## config.mk

```make
export PLATFORM = sky130hd
export DESIGN_NAME = uart_rx
export DESIGN_NICKNAME = d
export VERILOG_FILES = /design/src/rtl/uart_pkg.sv /design/src/rtl/uart_rx_sync2.sv /design/src/rtl/uart_rx.sv
export SDC_FILE = /design/constraint.sdc
export NUM_CORES = 1
export LEC_CHECK = 0
export BUFFER_PORTS_ARGS = -buffer_cell sky130_fd_sc_hd__buf_2
export CAP_MARGIN = 0
export CELL_PAD_IN_SITES_DETAIL_PLACEMENT = 0
export CELL_PAD_IN_SITES_GLOBAL_PLACEMENT = 1
export CORE_UTILIZATION = 40
export CTS_CLUSTER_DIAMETER = 60
export CTS_CLUSTER_SIZE = 30
export DETAILED_ROUTE_END_ITERATION = 8
export PLACE_DENSITY = 0.72
export SLEW_MARGIN = 5
export SYNTH_ARGS = -nofsm -noshare
export SYNTH_HDL_FRONTEND = slang
export SYNTH_HIERARCHICAL = 1
export SYNTH_SLANG_ARGS = --single-unit
export TNS_END_PERCENT = 30
```

## constraint.sdc

```tcl
create_clock -name clk -period 4.1 [get_ports clk]
set_clock_uncertainty 0.1 [all_clocks]
set_input_delay 0 -clock clk [delete_from_list [all_inputs] [get_ports clk]]
set_output_delay 0 -clock clk [all_outputs]
set_load 0.02 [all_outputs]
```

## src/rtl/uart_pkg.sv

```systemverilog
// Shared UART definitions: receiver state encoding and default bit timing.
// Combinational only, no latency. No backpressure.
// The transmitter is meant to reuse these definitions.
package uart_pkg;

    // 100 MHz core clock at 115200 baud.
    localparam int CLKS_PER_BIT_DEFAULT = 868;

    typedef enum logic [2:0] {
        ST_IDLE,
        ST_START,
        ST_DATA,
        ST_STOP,
        ST_BREAK
    } rx_state_e;

endpackage

```

## src/rtl/uart_rx_sync2.sv

```systemverilog
// Two-flop synchronizer for one asynchronous bit, with a configurable reset value.
// Latency: 2 clk. No backpressure.
// The reset value should match the idle level of the line.
module sync2 #(
    parameter logic RST_VAL = 1'b1
) (
    input  logic clk,
    input  logic rst,
    input  logic d,
    output logic q
);

    logic meta_q, meta_d;
    logic sync_q, sync_d;

    always_comb begin
        meta_d = d;
        sync_d = meta_q;
    end

    always_ff @(posedge clk or negedge rst) begin
        if (!rst) begin
            meta_q <= RST_VAL;
            sync_q <= RST_VAL;
        end else begin
            meta_q <= meta_d;
            sync_q <= sync_d;
        end
    end

    assign q = sync_q;

endmodule

```

## src/rtl/uart_rx.sv

```systemverilog
// 8N1 UART receiver with mid-bit sampling, frame-error detection and break hold-off.
// Latency: valid fires about 2 + CLKS_PER_BIT/2 + 9*CLKS_PER_BIT clk after the start edge.
// No backpressure: each pulse lasts one cycle, and data holds until the next good frame.
module uart_rx
    import uart_pkg::*;
#(
    parameter int CLKS_PER_BIT = CLKS_PER_BIT_DEFAULT
) (
    input  logic       clk,
    input  logic       rst,
    input  logic       rxd,
    output logic [7:0] data,
    output logic       valid,
    output logic       frame_err,
    output logic       busy
);

    localparam int CW = $clog2(CLKS_PER_BIT);
    localparam logic [CW-1:0] HALF_RELOAD = CW'(CLKS_PER_BIT / 2 - 1);
    localparam logic [CW-1:0] FULL_RELOAD = CW'(CLKS_PER_BIT - 1);

    logic rxs;

    rx_state_e       state_q, state_d;
    logic [CW-1:0]   cnt_q, cnt_d;
    logic [2:0]      idx_q, idx_d;
    logic [7:0]      shift_q, shift_d;
    logic [7:0]      data_q, data_d;
    logic            valid_q, valid_d;
    logic            ferr_q, ferr_d;
    logic            cnt_zero;

    sync2 #(.RST_VAL(1'b1)) u_sync (
        .clk (clk),
        .rst (rst),
        .d   (rxd),
        .q   (rxs)
    );

    assign cnt_zero = (cnt_q == '0);

    always_comb begin
        state_d = state_q;
        cnt_d   = cnt_q;
        idx_d   = idx_q;
        shift_d = shift_q;
        data_d  = data_q;
        valid_d = 1'b0;
        ferr_d  = 1'b0;

        case (state_q)
            ST_IDLE: begin
                if (!rxs) begin
                    state_d = ST_START;
                    cnt_d   = HALF_RELOAD;
                end
            end
            ST_START: begin
                if (!cnt_zero) begin
                    cnt_d = cnt_q - CW'(1);
                end else if (rxs) begin
                    // The low level did not last to mid-bit, so treat it as a glitch.
                    state_d = ST_IDLE;
                end else begin
                    state_d = ST_DATA;
                    cnt_d   = FULL_RELOAD;
                    idx_d   = 3'd0;
                end
            end
            ST_DATA: begin
                if (!cnt_zero) begin
                    cnt_d = cnt_q - CW'(1);
                end else begin
                    shift_d[idx_q] = rxs;
                    cnt_d          = FULL_RELOAD;
                    if (idx_q == 3'd7) begin
                        state_d = ST_STOP;
                    end else begin
                        idx_d = idx_q + 3'd1;
                    end
                end
            end
            ST_STOP: begin
                if (!cnt_zero) begin
                    cnt_d = cnt_q - CW'(1);
                end else if (rxs) begin
                    // Leaving at mid-stop lets a back-to-back start bit be caught.
                    data_d  = shift_q;
                    valid_d = 1'b1;
                    state_d = ST_IDLE;
                end else begin
                    ferr_d  = 1'b1;
                    state_d = ST_BREAK;
                end
            end
            ST_BREAK: begin
                if (rxs) begin
                    state_d = ST_IDLE;
                end
            end
            default: state_d = ST_IDLE;
        endcase
    end

    always_ff @(posedge clk or negedge rst) begin
        if (!rst) begin
            state_q <= ST_IDLE;
            cnt_q   <= '0;
            idx_q   <= '0;
            shift_q <= '0;
            data_q  <= '0;
            valid_q <= 1'b0;
            ferr_q  <= 1'b0;
        end else begin
            state_q <= state_d;
            cnt_q   <= cnt_d;
            idx_q   <= idx_d;
            shift_q <= shift_d;
            data_q  <= data_d;
            valid_q <= valid_d;
            ferr_q  <= ferr_d;
        end
    end

    assign data      = data_q;
    assign valid     = valid_q;
    assign frame_err = ferr_q;
    assign busy      = (state_q != ST_IDLE);

endmodule

```

# After elaboration in Yosys (flattened, before gate mapping)
# Cells that the tools add are included.
# classes
mux	29
add_sub_neg	2
n_reduce_logical	11
order_cmp	2
eq_ne	15
# ops
op	n
$mux 10	5
$pmux 10 s4	1
$mux 3	11
$ne 2x2->1 const B	8
$pmux 3 s5	1
$logic_not 10->1	1
$sub 10x1->10 const B	1
$bwmux 8	1
$mux 1	7
$eq 3x2->1 const B	2
$eq 3x3->1 const B	2
$pmux 3 s2	1
$reduce_and 6->1	1
$reduce_and 5->1	1
$lt 3x4->1 const B	1
$reduce_and 4->1	1
$reduce_bool 4->1	1
$add 3x1->3 const B	1
$demux 1 s3	1
$eq 3x1->1 const B	1
$ge 3x1->1 const B	1
$logic_not 3->1	1
$ne 3x3->1 const B	1
$reduce_and 3->1	1
other kinds (6)	6
# totals
ff_bits	36
inputBits	3
out_inout_bits	11

# Longest topological paths before layout
# logic_depth
word_depth	5
depth_mapped	9
ltp_nobuf	7

# By module
# The synthesis kept the hierarchy.
# by_module_without_submodules
module	n_inst	cells_each	area_each_um2
uart_rx	1	173	1779.2
sync2	1	2	52.6

# Worst setup path before layout
# Ideal clock, no wire load.
# synth_timing
path_type	flip-flop to flip-flop
start	register cnt_q[0]
end	register shift_q[4]
required_time_ns	3.872
arrival_ns	2.233
path_buffers	0
synth_period_minus_slack_ns	2.460
stages_incl_launch_ff	8
setup_ns	0.128
setup_slack_ns	1.640
path_cell_list	dfrtp_1 inv_1 ha_1 or4b_1 nor3_2 nand2_2 nor4b_2 mux2_1
# synth_via
elab_chain_len	2
# synth_lines
element	line	text
start: declaration	uart_rx.sv:25	logic [CW-1:0] cnt_q, cnt_d;
start signal: assignment	uart_rx.sv:116	cnt_q <= cnt_d;
$logic_not 10->1	uart_rx.sv:40	assign cnt_zero = (cnt_q == '0);
$reduce_and 2->1 (no source line)	n/a	
end signal: assignment	uart_rx.sv:118	shift_q <= shift_d;
end: declaration	uart_rx.sv:27	logic [7:0] shift_q, shift_d;
# Every way passes these cells.
# A chain may end at the register's enable or synchronous reset.

# Worst setup path in the final report
# Ends and elaborated chain as after synthesis.

==> impl_metrics.yaml <==
logic_synthesis:
  netlist_top_cells_area: "dfrtp_1, mux2_2, nand2_1"
  synth-seq-cells: 36
  synth_area_um2: 1830
  ys_seq_area_share_pct: 49.3
  synthArstFlopShare_pct: 100
  synth_fp_nets: 182
  yosysTopAreaCell: "dfrtp_1"
  ys_warn_count: 6
  synth_flop_cell: "dfrtp_1"
  synth_edf_count: 0
  syn_area_per_cell_um2: 10.5
  ys_top_cells_by_count: "dfrtp_1, nand2_1, mux2_2, nor2_1, o21ai_0"
  synth_top_area_share_pct: 46.4
  synth_cells: 175
  yosysMostFrequentCell: "dfrtp_1"
  yosysUniqueCellTypes: 49
pwr:
  vdd_ir_drop_max_v: 0.000164
  sequentialPowerShare_pct: 59.7
  comb_power_share_pct: 2.0
  p_clk_share_pct: 38.3
  power.density_nw_per_um2: 299
  netSwitchingFraction_pct: 20.9
  cell_internal_pwr_w: 0.000475
  leakagePower_nw: 0.924
  power.switching_w: 0.000126
grt:
  overflow: 0
  grt_pass1_vias: 1234
  grt_antenna_before_repair: 0
  grt_pass1_wl_um: 6070
  track_usage_pct: 15.9
  grt_max_degree: 37
place:
  finalWeightedCongestion: 0.839
  place_ws_ns: 1.34
  hpwlAfterDp_um: 2460
  portBuffers: 13
routing:
  avgViaCountPerCell: 5.64
  routed-via-count: 1343
  drt_iter0_markers: 66
  drc: 0
  drt-total-wl_um: 3520
  ant_nets: 0
  wire_per_inst_um: 14.8
  first_pass_iters: 4
timing:
  rsz0062_at_grt: "no"
  whs_ns: 0.229
  maxSlewViolCount: 0
  worstMarginPinSlew_ns: 0.778
  min_period_ns: 2.79
  hold_violations: 0
  fin_ws_ns: 1.31
  setup_viol: 0
  max_freq_mhz: 358
  relSlewSlack_pct: 48.2
  finalCritPeriodShare_pct: 68.1
  tns_ns: 0
outcome:
  status: "finished clean"
cts:
  postCtsSetupBuffers: 0
  ctsHtreeMaxLevel: 2
  insertion_delay_ns: 0.28
  cts_tree: "yes"
  clk_pin_slew_ns: 0.07
  cts_made_buffers: 5
  ctsLongestPathBuffers: 2
  clock-sinks: 36
  cts-root-buf: "clkbuf_8"
setup_path:
  cp-end-kind: "register"
  r2r_slack_ns: 1.31
  critPathRequiredTime_ns: 4.17
  worstPathArrival_ns: 2.86
  criticalPathCategory: "reg -> reg"
  reg2reg_depth: 7
  cp_max_fo: 10
  startpoint_type: "register"
die:
  ios: 14
  core_um2: 4380
  rows: 24
  die_h_um: 69.7
  dieArea_um2: 4850
  die_x_um: 69.7
  start_util_pct: 41.8
finish:
  area_growth_pct: 9.70
  final_nets: 193
  fillerInstances: 414
  utilization_pct: 45.8
  drive_above_1_share_pct: 23.7
  diodes: 0
min_path:
  min_path_type: "in -> async"
flow_run:
  maxCapViolCount: 0
## logic make-up after synthesis
group	count (synthesis)	synth area share [%]
AND/OR/NAND/NOR	65	21.0
AO/OA/AOI/OAI	40	14.2
flip-flops	36	49.3
buffers and inverters	15	3.55
multiplexers	14	8.61
adder cells (fa/ha/maj)	5	3.35
## critical path, cell delays in order (launching register included)
cell and delay, ns:
dfrtp_1 0.40, inv_1 0.09, ha_1 0.14, or4b_1 0.49
nor3_2 0.52, nand2_2 0.26, nor4b_2 0.33, mux2_1 0.34
## placed cells by master, fill, tap and decap left out, types with 5 or more instances in the layout
| cell type | synthesis | layout |
|---|---|---|
| nor2_1 | 13 | 13 |
| mux2_2 | 13 | 13 |
| clkbuf_8 | 0 | 5 |
| nand2_1 | 15 | 15 |
| nor3_1 | 7 | 7 |
| buf_2 | 1 | 13 |
| dfrtp_1 | 34 | 34 |
| a21oi_1 | 7 | 7 |
| o21ai_0 | 11 | 11 |
## layer usage
metal | global-route usage (%) | up-vias | share of wire (%)
li1 | - | 667 | -
met3 | 5.09 | 6 | 4.4
met4 | 6.22 | 0 | 1.6
met2 | 22.5 | 29 | 43
met5 | 0 | - | 0
met1 | 22.7 | 641 | 51
## through the flow
stage,std cells,area [um^2],total power (W)
floorplan,175,1830,0.000368
detailed placement,229,1910,0.000377
global route,238,2010,0.000628
CTS,238,2010,0.000611
global placement,229,1910,0.000377
finish,238,2010,0.000601
## layout make-up
cell class	instances	area, um^2	area share [%]
Clock buffer	6	72.6	3.61
Clock inverter	1	5.00	0.249
Inverter	4	15.0	0.747
Multi-Input combinational cell	124	863	43.0
Sequential cell	36	903	45.0
Tap cell	52	65.1	3.24
Timing Repair Buffer	15	85.1	4.23
## worst paths after layout
check                                   startpoint                     end
hold / removal                                 rst    cnt_q[5]$_DFFE_PN0P_
hold reg to reg            u_sync/meta_q$_DFF_PN1_      u_sync/q$_DFF_PN1_
setup / recovery              cnt_q[0]$_DFFE_PN0P_  shift_q[4]$_DFFE_PN0P_
setup reg to reg              cnt_q[0]$_DFFE_PN0P_  shift_q[4]$_DFFE_PN0P_
max in group asynchronous                      rst  state_q[0]$_DFFE_PN0P_
min in group clk           u_sync/meta_q$_DFF_PN1_      u_sync/q$_DFF_PN1_
## power by group through the flow
stage               Clock, W  Combinational (W)  Sequential (W)
global placement           0          0.0000109        0.000366
CTS                 0.000239          0.0000128        0.000359
detailed placement         0          0.0000114        0.000366
global route        0.000254          0.0000142        0.000359
floorplan                  0         0.00000388        0.000364
finish              0.000230          0.0000119        0.000359
## repair_timing
action                    CTS  global route
resized for setup           0             0
hold buffers                2             0
hold endpoints to repair   35             0
## registers in the layout, indices dropped and copies added, names as in the netlist
register and count:
u_sync/meta_q 1, valid 1, frame_err 1, shift_q 8, state_q 3, cnt_q 10
data 8, idx_q 3, u_sync/q 1
No activity file was read; power rests on OpenSTA's default activity.
